**src/rtl/byte_queue.sv**
```systemverilog
// Byte FIFO behind the serial deserializer: one push per data_ready level, acked by a one-cycle pulse.
// Build option BYTE_QUEUE_DROP_EN: ack and discard bytes arriving while full, setting a sticky overflow flag.
module byte_queue #(
  parameter int DEPTH = 8,
  parameter int WIDTH = 8
) (
  input  logic                     clk_100KHz,
  input  logic                     reset,
  input  logic [WIDTH-1:0]         data_in,
  input  logic                     data_ready_in,
  output logic                     ack_out,
  input  logic                     dequeue_in,
  output logic [WIDTH-1:0]         data_out,
  output logic                     valid_out,
  output logic [$clog2(DEPTH):0]   len_out,
  output logic                     full_out,
  output logic                     empty_out,
  output logic                     overflow_out,
  output logic [1:0]               state_dbg_out
);

  localparam int AW = $clog2(DEPTH);
  localparam int LW = AW + 1;

  typedef enum logic [1:0] {
    S_IDLE     = 2'd0,
    S_ACK      = 2'd1,
    S_WAIT_LOW = 2'd2
  } state_e;

  state_e           state_q, state_d;
  logic [AW-1:0]    wr_ptr_q, wr_ptr_d;
  logic [AW-1:0]    rd_ptr_q, rd_ptr_d;
  logic [LW-1:0]    len_q, len_d;
  logic [WIDTH-1:0] dout_q, dout_d;
  logic             valid_q, valid_d;
  logic [WIDTH-1:0] mem_q [DEPTH];

  logic full, empty, accept, push, pop;

  assign full  = (len_q == LW'(DEPTH));
  assign empty = (len_q == '0);

  // full is judged on the registered count, so a pop never frees room for a push in the same cycle
`ifdef BYTE_QUEUE_DROP_EN
  assign accept = (state_q == S_IDLE) && data_ready_in;
`else
  assign accept = (state_q == S_IDLE) && data_ready_in && !full;
`endif
  assign push = accept && !full;
  assign pop  = dequeue_in && !empty;

  // Input FSM: state register
  always_ff @(posedge clk_100KHz or posedge reset) begin
    if (reset) state_q <= S_IDLE;
    else       state_q <= state_d;
  end

  // Input FSM: next state
  always_comb begin
    state_d = state_q;
    case (state_q)
      S_IDLE:     if (accept) state_d = S_ACK;
      S_ACK:      state_d = data_ready_in ? S_WAIT_LOW : S_IDLE;
      S_WAIT_LOW: if (!data_ready_in) state_d = S_IDLE;
      default:    state_d = S_IDLE;
    endcase
  end

  // Input FSM: outputs
  always_comb begin
    ack_out       = 1'b0;
    state_dbg_out = state_q;
    if (state_q == S_ACK) ack_out = 1'b1;
  end

  always_comb begin
    wr_ptr_d = wr_ptr_q;
    rd_ptr_d = rd_ptr_q;
    len_d    = len_q;
    dout_d   = dout_q;
    valid_d  = pop;
    if (push) wr_ptr_d = wr_ptr_q + AW'(1);
    if (pop) begin
      rd_ptr_d = rd_ptr_q + AW'(1);
      dout_d   = mem_q[rd_ptr_q];
    end
    if (push && !pop)      len_d = len_q + LW'(1);
    else if (pop && !push) len_d = len_q - LW'(1);
  end

  always_ff @(posedge clk_100KHz or posedge reset) begin
    if (reset) begin
      wr_ptr_q <= '0;
      rd_ptr_q <= '0;
      len_q    <= '0;
      dout_q   <= '0;
      valid_q  <= 1'b0;
    end else begin
      wr_ptr_q <= wr_ptr_d;
      rd_ptr_q <= rd_ptr_d;
      len_q    <= len_d;
      dout_q   <= dout_d;
      valid_q  <= valid_d;
    end
  end

  // Storage needs no reset; only the pointers define what is valid
  always_ff @(posedge clk_100KHz) begin
    if (push) mem_q[wr_ptr_q] <= data_in;
  end

`ifdef BYTE_QUEUE_DROP_EN
  logic ovf_q, ovf_d;
  assign ovf_d = ovf_q | (accept && full);
  always_ff @(posedge clk_100KHz or posedge reset) begin
    if (reset) ovf_q <= 1'b0;
    else       ovf_q <= ovf_d;
  end
  assign overflow_out = ovf_q;
`else
  assign overflow_out = 1'b0;
`endif

  assign data_out  = dout_q;
  assign valid_out = valid_q;
  assign len_out   = len_q;
  assign full_out  = full;
  assign empty_out = empty;

endmodule

```
**config.mk**
```make
export PLATFORM = sky130hd
export DESIGN_NAME = byte_queue
export DESIGN_NICKNAME = d
export VERILOG_FILES = /design/src/rtl/byte_queue.sv
export SDC_FILE = /design/constraint.sdc
export NUM_CORES = 1
export LEC_CHECK = 0
export ABC_AREA = 0
export CAP_MARGIN = 10
export CORE_MARGIN = 2
export CORE_UTILIZATION = 40
export CTS_CLUSTER_DIAMETER = 120
export DETAILED_ROUTE_END_ITERATION = 8
export PLACE_DENSITY = 0.7
export SLEW_MARGIN = 0
export SYNTH_ARGS = -nofsm -noshare
export SYNTH_HDL_FRONTEND = slang
export SYNTH_SLANG_ARGS = --single-unit
export TNS_END_PERCENT = 30
```
**constraint.sdc**
```tcl
create_clock -name clk_100KHz -period 3.3 [get_ports clk_100KHz]
set_input_delay 0.99 -clock clk_100KHz [delete_from_list [all_inputs] [get_ports clk_100KHz]]
set_output_delay 0.99 -clock clk_100KHz [all_outputs]
set_load 0.05 [all_outputs]
```
* After elaboration in Yosys (flattened, before gate mapping)
Memories as Yosys holds them, arrays and structs flattened. A register that Yosys moved wholly into a read port is not among the register bits.
Index checks and enable logic that the tools add are counted.
** Cells by class
- Add/subtract/negate cells :: 4
- Multiply operators :: 0
- Div/mod/pow operators :: 0
- Order comparisons :: 0
- Equality and inequality tests :: 5
- Shift operators :: 0
- Mux-type cells :: 9
- Bitwise logic cells :: 0
- Reduce and logical (&&, ||, !) cells :: 14
** Operators by type and width (number)
- 4-bit two-way mux :: 2
- 3-bit by 1-bit adder with 3-bit output (second input constant) :: 2
- 1-bit logical AND :: 6
- 2-bit two-way mux :: 3
- 2-bit one-hot mux with 3 select lines :: 1
- 4-bit by 1-bit adder with 4-bit output (second input constant) :: 1
- 4-bit equality test (second input constant) :: 1
- 1-bit logical NOT :: 4
- 4-bit logical NOT :: 1
- 2-bit != test (second input constant) :: 2
- 4-bit by 1-bit subtractor with 4-bit output (second input constant) :: 1
- 1-bit two-way mux :: 3
- 2-bit by 1-bit equality test with 1-bit output (second input constant) :: 1
- 2-bit equality test (second input constant) :: 1
- 2-bit logical NOT :: 1
- 2-bit AND reduction :: 1
- 2-bit nonzero test :: 1
** Word-level totals
- Flip-flop bits (word level) :: 13
- Bits in latches :: 0
- Memory bits (writable) :: 64
- Memory bits (read-only) :: 0
- Input bits :: 12
- Output and inout bits :: 19
- Logic and storage cells :: 38
- Memories kept :: 1
** Memory list
- mem_q :: words 8, width 8, read ports 1, clocked after memory_dff 1, wr ports 1, line 37 : logic [WIDTH-1:0] mem_q [DEPTH];

* Logic depth before layout (Yosys ltp)
Gate-level depths: netlist (run 1).
- Word-level depth :: 8
- Depth in mapped cells :: 9

* Least setup slack after synthesis (run 1)
No wires, ideal clock.
- Path kind :: register -> register
- Start point :: register len_q[1] (netlist: len_out[1])
- End point :: register len_q[3] (netlist: len_out[3])
- Setup time :: 126 ps
- Arrival time :: 3189 ps
- Required time :: 3174 ps
- Setup slack :: -15 ps
- Cell stages (with the launch flop) :: 10
- Buffers on the path :: 0
- Path through :: dfrtp_1 nor4b_4 nor4b_4 ha_1 inv_1 ha_1 a21o_2 a2111oi_2 a31oi_1 a221o_1
** On the way
- Cells in the longest elaborated chain, start to end :: 7
** Ends and longest elaborated chain
- start: declaration :: line 34 : logic [LW-1:0] len_q, len_d;
- start signal: assignment :: line 102 : len_q <= len_d;
- 4-bit equality test (*) :: line 41 : assign full = (len_q == LW'(DEPTH));
- net full_out :: line 16 : output logic full_out,
- 1-bit logical NOT (*) :: line 48, 50
- 1-bit logical AND :: line 48 : assign accept = (state_q == S_IDLE) && data_ready_in && !full;
- 1-bit logical AND (*) :: line 50 : assign push = accept && !full;
- net push :: line 39 : logic full, empty, accept, push, pop;
- 1-bit logical NOT :: line 89 : else if (pop && !push) len_d = len_q - LW'(1);
- 1-bit logical AND :: line 89
- 2-bit nonzero test (no line)
Mark *: on every way through the listed nets, which the timed path passes. The rest lies on a longest branch. The select of a mux whose other input is x is not followed.
A chain may end at the register's enable or synchronous reset.

* Worst setup path after layout (run 1)
- Start point :: register len_q[2] (netlist: len_out[2])
- End point :: output port full_out
** On the way
- Cells in the longest elaborated chain, start to end :: 1
** Ends and longest elaborated chain (line)
- 4-bit equality test :: 41
- end: declaration :: 16
No other way between the ends.

==> results of run 1 <==
## layout make-up
cell class / instances / area [sq um] / share of cell area (%)
Tap cell: 108 / 135 / 3.25
Multi-Input combinational cell: 120 / 986 / 23.7
Inverter: 3 / 11.3 / 0.271
Clock inverter: 6 / 38.8 / 0.934
Clock buffer: 10 / 138 / 3.31
Timing Repair Buffer: 43 / 395 / 9.52
Sequential cell: 85 / 2450 / 59.0
## worst paths after layout
kind	slack, ns	from	to
min in group asynchronous	1.09	reset	data_out[6]
min reg2reg	0.48	data_out[3]	data_out[3]
max reg2reg	0.63	len_out[2]	len_out[3]
max in group asynchronous	1.65	reset	len_out[3]
max	0.14	len_out[2]	full_out
min	0.48	data_out[3]	data_out[3]
## power groups by stage
stage / registers, uW / clock network [uW] / logic, uW
CTS: 1550 / 674 / 1560
floorplan: 1820 / 0 / 884
finish: 1540 / 659 / 1550
detailed placement: 1570 / 0 / 1560
global route: 1570 / 722 / 1670
global placement: 1560 / 0 / 1530
## worst reg2reg max path, cell delays in order, from the launching register on
cell,delay (ns)
dfrtp_1,0.50
nor4b_4,0.44
nor4b_4,0.09
ha_1,0.22
inv_1,0.07
ha_1,0.22
a21o_2,0.23
a2111oi_2,0.37
a31oi_1,0.09
a221o_1,0.32
## stage by stage
stage / hold WS, ns / TNS, ns / util, % / std cells
global route: 0.504 / 0 / 48.3 / 375
detailed placement: 0.475 / -0.0391 / 46.3 / 359
floorplan: 0.480 / 0 / - / 218
CTS: 0.491 / 0 / 48.3 / 375
finish: 0.483 / 0 / 48.3 / 375
global placement: 0.470 / 0 / 46.3 / 359
## per-layer routing
layer  GRT usage (%)  part of all wire (%)
met1            18.3                    48
met2            20.7                    46
met3            3.88                   3.8
met4            6.41                   1.9
met5               0                     0
## kinds of logic (layout without fill, tap and decap cells)
family | count (synthesis) | count (layout) | synth area share [%]
compound gates | 33 | 33 | 7.17
xor+xnor | 6 | 6 | 1.50
fa+ha+maj | 6 | 6 | 2.35
buf+inv | 13 | 62 | 2.50
flops | 85 | 85 | 69.7
mux | 34 | 34 | 10.3
other cells | 1 | 1 | 0.107
simple gates | 40 | 40 | 6.31
## state kept, by name, indices dropped and copies added, names as in the netlist
signal         cells
data_out           8
valid_out          1
state_dbg_out      2
len_out            4
rd_ptr_q           3
mem_q             64
wr_ptr_q           3
## synth_stat cells (3+ instances only)
| cell type | n |
|---|---|
| edfxtp_1 | 64 |
| dfrtp_1 | 21 |
| mux2_2 | 18 |
| nand2_1 | 17 |
| mux2i_1 | 16 |
| a221o_1 | 9 |
| nor2_1 | 8 |
| o21ai_1 | 8 |
| o22ai_1 | 8 |
| ha_1 | 5 |
| xnor2_1 | 5 |
| nand2b_1 | 4 |
| inv_1 | 3 |
| nor2b_1 | 3 |
| nor3_1 | 3 |
==> results.yml, run 1 <==
run_status:
  outcome: "finished clean"
floorplan:
  row_count: 34
  fp.dieH_um: 97.7
  initial_core_util_pct: 40.8
  num_io_pins: 31
  die_w_um: 97.7
  core-area_sq_mm: 0.00859
  die_area_sq_mm: 0.00954
clock_tree:
  holdBufCountCts: 0
  cts_resized: 0
  insertion_delay_ns: 0.35
  clkTransAtPathRegs_ns: 0.09
  cts_sinks: 85
  cts_setup_buffers: 0
  cts_root_buf: "clkbuf_8"
  cts_buffer_depth: 2
  cts_buffers: 9
  cts_tree: "built"
  h-tree-depth: 3
power:
  leakagePower_uw: 0.00150
  vdd_drop_max_mv: 0.292
  switching_share_pct: 38.6
  power_uw: 3750
  p_sw_uw: 1450
  p_seq_share_pct: 41.1
  power-per-cell-area_mw_per_mm2: 904
  pwr-share-clk_pct: 17.6
  p_int_uw: 2310
  comb_power_share_pct: 41.3
sta:
  rsz0062_at_grt: "no"
  period_minus_slack_ns: 3.16
  slew_headroom_pct: 45.6
  layout_setup_ws_ns: 0.140
  slew_viol_final: 0
  finalCritPeriodShare_pct: 95.8
  setup_violations: 0
  worstMarginPinSlew_ns: 0.815
  max_freq_mhz: 316
  fin_worst_skew_ns: 0.0125
  hold_viol: 0
synthesis:
  syn_nets: 236
  async_flop_share_pct: 24.7
  synth_ff_type: "edfxtp_1"
  synth_warnings: 0
  synth.distinct_cells: 35
  yosys.area.top_type_share_pct: 54.8
  syn_area_sq_mm: 0.00351
  synthTopCellsByArea: "edfxtp_1 (55%), dfrtp_1 (15%), mux2_2 (5.8%)"
  avgSynthCellArea_sq_um: 16.1
  synth-edff-count: 64
  synth_top_area_cell: "edfxtp_1"
  yosysSeqAreaShare_pct: 69.7
  ys_ff_latch: 85
  netlist_instances: 218
critical_path:
  cp-start-kind: "flop"
  end_kind: "output port"
  path_class: "reg -> out"
  crit_path_cell_trace: "nor4b_4, clkdlybuf4s50_1"
  cp.required_ns: 2.31
  ff2ff_path_depth: 9
  crit_fanout: 6
  crit_family: "buffers and inverters"
  cp.arrival_ns: 2.17
  cpMaxStageDelayCell: "clkdlybuf4s50_1"
  worstSetupPathDepth: 2
  critPathBufInv: 1
  crit_path_max_incr_delay_ns: 0.88
final_layout:
  final_area_sq_mm: 0.00415
  area_growth_pct: 18.4
  fillCellCount: 736
  mostFrequentLayoutCells: "edfxtp_1 (64), clkdlybuf4s50_1 (29), dfrtp_1 (19), mux2_2 (18), nand2_1 (17)"
  final_nets: 280
  final_common_cell: "edfxtp_1"
  antenna_cells: 0
  drive_gt1_share_pct: 20.6
grt:
  grt_pass1_wl_um: 9740
  grt_max_degree: 35
  grtUsageTotal_pct: 13.7
  grt_pass1_vias: 1903
  antenna_found_initial: 0
  grt-ovfl-total: 0
detailed_routing:
  viasPerCell: 5.01
  drc: 0
  vias: 1877
  drtIter0Drc: 110
  wl_per_cell_um: 16.0
  postRouteAntennaNets: 0
  routed_wl_um: 6000
  firstDrtPassIters: 4
placed_design:
  placed_cell_area_sq_mm: 0.00398
  port_buffers: 29
  preCtsSetupSlack_ns: -0.0391
  routabilityCongestion: 0.807
  dpl.hpwl_um: 4020
worst_hold_path:
  hp-class: "reg -> reg"
  hold_path_depth: 2
job:
  drv_cap: 0
Power figures use the tool's default switching activity.
==> inputs of run 2 (changes only) <==
--- a/config.mk
+++ b/config.mk
@@ -5,13 +5,13 @@
 export SDC_FILE = /design/constraint.sdc
 export NUM_CORES = 1
 export LEC_CHECK = 0
-export ABC_AREA = 0
+export ABC_AREA = 1
 export CAP_MARGIN = 10
 export CORE_MARGIN = 2
 export CORE_UTILIZATION = 40
 export CTS_CLUSTER_DIAMETER = 120
 export DETAILED_ROUTE_END_ITERATION = 8
-export PLACE_DENSITY = 0.7
+export PLACE_DENSITY = 0.69
 export SLEW_MARGIN = 0
 export SYNTH_ARGS = -nofsm -noshare
 export SYNTH_HDL_FRONTEND = slang
==> run 2 against run 1 <==
Net effect: sequential power is essentially flat; design area grew 6.7%; combinational power grew 6%; largest power group unchanged; clock power grew 7.4%; global-route usage grew 2.0 points; core utilization shrank 0.60 points; synthesized area grew 9.3%; power grew 3.6%; setup slack gained 0.21 ns; register-to-register slack gained 0.53 ns; clock-buffer cell count is the same; worst hold slack gained 0.0014 ns; critical path type unchanged.
==> results.yml, run 2 <==
synthesis:
  synth.distinct_cells: 27
  syn_nets: 389
  yosys.area.top_type_share_pct: 50.1
  synthTopCellsByArea: "edfxtp_1 (50%), dfrtp_1 (14%), nand2_1 (11%)"
  synth-edff-count: 64
  yosysSeqAreaShare_pct: 63.8
  avgSynthCellArea_sq_um: 10.3
  synth_ff_type: "edfxtp_1"
  ys_ff_latch: 85
  synth_most_common_cell: "nand2_1"
  synth_warnings: 0
  syn_area_sq_mm: 0.00384
  synth_top_area_cell: "edfxtp_1"
  async_flop_share_pct: 24.7
  synthTopCellsByCount: "nand2_1 (112), edfxtp_1 (64), inv_1 (60), nand3_1 (51), dfrtp_1 (21)"
  netlist_instances: 371
final_layout:
  final_nets: 427
  final_common_cell: "nand2_1"
  largest_register_ffs: 64
  drive_gt1_share_pct: 10.9
  finalNonFillerCells: 543
  mostFrequentLayoutCells: "nand2_1 (112), edfxtp_1 (64), inv_1 (60), nand3_1 (51), clkdlybuf4s50_1 (29)"
  max_flop_register: "mem_q"
  area_growth_pct: 15.5
  fillCellCount: 897
  antenna_cells: 0
sta:
  rsz0062_at_grt: "no"
  setup_violations: 0
  finalCritPeriodShare_pct: 89.3
  max_freq_mhz: 339
  setup_tns_ns: 0
  period_minus_slack_ns: 2.95
  fin_worst_skew_ns: 0.0120
  worstMarginPinSlew_ns: 0.765
  hold_viol: 0
  slew_headroom_pct: 48.9
  slew_viol_final: 0
detailed_routing:
  firstDrtPassIters: 4
  wl_per_cell_um: 13.9
  vias: 2495
  routed_wl_um: 7530
  drtIter0Drc: 139
  postRouteAntennaNets: 0
  drc: 0
  viasPerCell: 4.59
power:
  p_int_uw: 2250
  comb_power_share_pct: 42.4
  power-per-cell-area_mw_per_mm2: 878
  p_sw_uw: 1640
  switching_share_pct: 42.2
  vdd_drop_max_mv: 0.352
  pwr-share-clk_pct: 18.2
  p_seq_share_pct: 39.4
  power_uw: 3890
  leakagePower_uw: 0.00196
critical_path:
  path_class: "reg -> out"
  crit_fanout: 5
  cp.arrival_ns: 1.96
  crit_path_max_incr_delay_ns: 0.79
  crit_path_cell_trace: "nor2_2, nand3_2, inv_1, clkdlybuf4s50_1"
  end_kind: "output port"
  cp-start-kind: "flop"
  cp.required_ns: 2.31
  cpMaxStageDelayCell: "clkdlybuf4s50_1"
grt:
  antenna_found_initial: 0
  grt_max_degree: 35
  grt_pass1_wl_um: 12100
  grtUsageTotal_pct: 15.7
  grt_pass1_vias: 2410
  grt-ovfl-total: 0
clock_tree:
  clkTransAtPathRegs_ns: 0.08
  insertion_delay_ns: 0.36
  cts_tree: "built"
  holdBufCountCts: 0
  cts_buffers: 9
  cts_buffer_depth: 2
  h-tree-depth: 3
  cts_setup_buffers: 0
  cts_root_buf: "clkbuf_8"
  cts_resized: 0
  cts_sinks: 85
floorplan:
  row_count: 35
  num_io_pins: 31
  die_area_sq_mm: 0.0104
  fp.dieH_um: 102
  core-area_sq_mm: 0.00928
  die_w_um: 102
  initial_core_util_pct: 41.3
placed_design:
  place_inst: 527
  routabilityCongestion: 0.769
  dpl.hpwl_um: 4820
  port_buffers: 29
run_status:
  outcome: "finished clean"
worst_hold_path:
  hp-class: "reg -> reg"
job:
  drv_cap: 0
## run 2: cell families after synthesis
logic type | Yosys count | synth area share, %
AO/OA/AOI/OAI | 6 | 0.782
XOR/XNOR | 5 | 1.34
adder cells (fa/ha/maj) | 6 | 2.15
buffers and inverters | 80 | 10.3
flip-flops | 85 | 63.8
other | 1 | 0.0977
AND/OR/NAND/NOR | 188 | 21.5
## run 2: per-stage QoR
| step | hold WS (ns) | area [sq um] | utilization (%) | setup WS (ns) |
|---|---|---|---|---|
| final | 0.484 | 4430 | 47.7 | 0.352 |
| after floorplan | 0.538 | 3840 | - | 0.925 |
| after global routing | 0.514 | 4430 | 47.7 | 0.280 |
| after CTS | 0.495 | 4430 | 47.7 | 0.329 |
| after global placement | 0.467 | 4240 | 45.7 | 0.452 |
| after detailed placement | 0.470 | 4240 | 45.7 | 0.412 |
## run 2: layer usage
metal | wire length (um) | global-route usage [%] | part of all wire (%) | up-vias
met2 | 3970 | 27.0 | 53 | 40
met5 | 0 | 0 | 0 | -
met3 | 197 | 3.15 | 2.6 | 13
li1 | - | - | - | 1254
met1 | 3190 | 19.1 | 42 | 1188
met4 | 178 | 7.38 | 2.4 | 0
## run 2: path summary, 6_finish.rpt
kind                        startpoint  slack, ns          end  cells past startpoint
hold reg to reg            data_out[0]       0.48  data_out[0]                      2
min in group asynchronous        reset       1.06   len_out[1]                      2
hold / removal             data_out[0]       0.48  data_out[0]                      2
max in group asynchronous        reset       1.74  data_out[3]                      2
setup reg to reg            len_out[1]       1.16   len_out[3]                     12
setup / recovery            len_out[1]       0.35     full_out                      4
## run 2: area by class of cell
cell class / instances / area, sq um / area share, %
Clock buffer: 10 / 128 / 2.88
Clock inverter: 6 / 62.6 / 1.41
Inverter: 65 / 251 / 5.67
Multi-Input combinational cell: 206 / 993 / 22.4
Timing Repair Buffer: 42 / 388 / 8.75
Sequential cell: 85 / 2450 / 55.2
Tap cell: 129 / 161 / 3.64
## run 2: power by group through the flow
| stage | clock (uW) | sequential (uW) | combinational [uW] |
|---|---|---|---|
| floorplan | 0 | 1770 | 1030 |
| global placement | 0 | 1550 | 1630 |
| detailed placement | 0 | 1550 | 1660 |
| CTS | 721 | 1530 | 1660 |
| global route | 770 | 1560 | 1820 |
| finish | 708 | 1530 | 1650 |
## run 2: worst max-delay path, delay by kind of cell, from the launching register on
family        cells  cell delay (ns)
flops             1             0.46
buf+inv           2             0.86
simple gates      2             0.28
==> inputs of run 3 (changes only) <==
--- a/config.mk
+++ b/config.mk
@@ -11,6 +11,7 @@
 export CORE_UTILIZATION = 40
 export CTS_CLUSTER_DIAMETER = 120
 export DETAILED_ROUTE_END_ITERATION = 8
+export MAX_ROUTING_LAYER = met4
 export PLACE_DENSITY = 0.69
 export SLEW_MARGIN = 0
 export SYNTH_ARGS = -nofsm -noshare
==> run 3 against run 2 <==
Net effect: core utilization is the same; final cell count is the same; non-clock buffer count is the same; die area is the same; clock power shrank 0.7%; sequential share of layout area is the same; global-route usage grew 0.49 points; critical endpoint unchanged.
==> results.yml, run 3 (synthesis gave the netlist of run 2 again) <==
run_status:
  outcome: "finished clean"
sta:
  setup_tns_ns: 0
  layout_setup_ws_ns: 0.355
  slew_headroom_pct: 48.6
  finalCritPeriodShare_pct: 89.2
  slew_viol_final: 0
  worstMarginPinSlew_ns: 0.771
  period_minus_slack_ns: 2.95
  max_freq_mhz: 340
  hold_viol: 0
  rsz0062_at_grt: "no"
  setup_violations: 0
  fin_worst_skew_ns: 0.0119
clock_tree:
  h-tree-depth: 3
  cts_buffer_depth: 2
  cts_setup_buffers: 0
  clkTransAtPathRegs_ns: 0.08
  cts_root_buf: "clkbuf_8"
  insertion_delay_ns: 0.36
  holdBufCountCts: 0
  cts_buffers: 9
  cts_resized: 0
  cts_tree: "built"
  cts_sinks: 85
critical_path:
  cp.arrival_ns: 1.96
  end_kind: "output port"
  crit_path_max_incr_delay_ns: 0.79
  crit_path_cell_trace: "nor2_2, nand3_2, inv_1, clkdlybuf4s50_1"
  cpMaxStageDelayCell: "clkdlybuf4s50_1"
  cp-start-kind: "flop"
  cp.required_ns: 2.31
  crit_fanout: 5
  critPathBufInv: 2
  crit_family: "buffers and inverters"
  path_class: "reg -> out"
detailed_routing:
  vias: 2510
  drc: 0
  firstDrtPassIters: 4
  routed_wl_um: 7510
  viasPerCell: 4.62
  drtIter0Drc: 131
  postRouteAntennaNets: 0
  wl_per_cell_um: 13.8
floorplan:
  num_io_pins: 31
  row_count: 35
  fp.dieH_um: 102
  core-area_sq_mm: 0.00928
  initial_core_util_pct: 41.3
  die_area_sq_mm: 0.0104
  die_w_um: 102
final_layout:
  fillCellCount: 897
  largest_register_ffs: 64
  finalNonFillerCells: 543
  drive_gt1_share_pct: 10.9
  max_flop_register: "mem_q"
  final_nets: 427
  antenna_cells: 0
  final_area_sq_mm: 0.00443
  area_growth_pct: 15.5
  final_common_cell: "nand2_1"
  mostFrequentLayoutCells: "nand2_1 (112), edfxtp_1 (64), inv_1 (60), nand3_1 (51), clkdlybuf4s50_1 (29)"
placed_design:
  preCtsSetupSlack_ns: 0.412
  port_buffers: 29
  placed_cell_area_sq_mm: 0.00424
  routabilityCongestion: 0.779
  dpl.hpwl_um: 4820
  place_inst: 527
grt:
  grt-ovfl-total: 0
  grt_max_degree: 35
  grt_pass1_vias: 2412
  antenna_found_initial: 0
  grt_pass1_wl_um: 12100
  grtUsageTotal_pct: 16.2
power:
  vdd_drop_max_mv: 0.342
  leakagePower_uw: 0.00196
  power-per-cell-area_mw_per_mm2: 876
job:
  drv_cap: 0
worst_hold_path:
  hp-class: "reg -> reg"
==> run 3: cell counts in the layout (fill, tap and decap cells not counted) <==
No cell type changed its count.
==> run 3: worst paths after layout <==
check | start | to | slack [ns] | cells after the start
worst max register to register | len_out[1] | len_out[3] | 1.16 | 12
worst max-delay path | len_out[1] | full_out | 0.35 | 4
max in group asynchronous | reset | data_out[3] | 1.74 | 2
min in group asynchronous | reset | len_out[1] | 1.07 | 2
worst min-delay path | data_out[0] | data_out[0] | 0.49 | 2
worst min register to register | data_out[0] | data_out[0] | 0.49 | 2
==> run 3: area by class of cell <==
| type | count | area [sq um] | area share, % |
|---|---|---|---|
| clock buffers | 10 | 128 | 2.88 |
| clock inverters | 6 | 62.6 | 1.41 |
| inverters | 65 | 251 | 5.67 |
| multi-input cells | 206 | 993 | 22.4 |
| flip-flops and latches | 85 | 2450 | 55.2 |
| well taps | 129 | 161 | 3.64 |
| repair buffers | 42 | 388 | 8.75 |
==> run 3: worst reg2reg max path, delay by kind of cell (launching register included) <==
kind                     cells  cell delay, ns
buffers and inverters        2            0.19
adder cells (fa/ha/maj)      2            0.48
flip-flops                   1            0.45
AND/OR/NAND/NOR              8            0.91
==> run 3: per-layer routing <==
| metal | up-vias | wire length, um | global-route usage [%] |
|---|---|---|---|
| met3 | 14 | 366 | 3.15 |
| met2 | 58 | 3950 | 27.2 |
| li1 | 1250 | - | - |
| met1 | 1188 | 3000 | 18.9 |
| met5 | - | 0 | - |
| met4 | 0 | 185 | 7.38 |
==> run 3: through the flow <==
step	total power, uW	util (%)	hold slack (ns)
2_1_floorplan	2810	-	0.538
3_3_place_gp	3180	45.7	0.467
3_5_place_dp	3210	45.7	0.470
4_1_cts	3920	47.7	0.495
5_1_grt	4150	47.7	0.514
6_report	3880	47.7	0.485
==> run 3: power by group <==
| part | leakage [uW] | switching, uW | internal (uW) |
|---|---|---|---|
| registers | 0.000834 | 179 | 1350 |
| clock network | 0.0000920 | 355 | 349 |
| logic | 0.00103 | 1100 | 546 |
| total | 0.00196 | 1630 | 2250 |
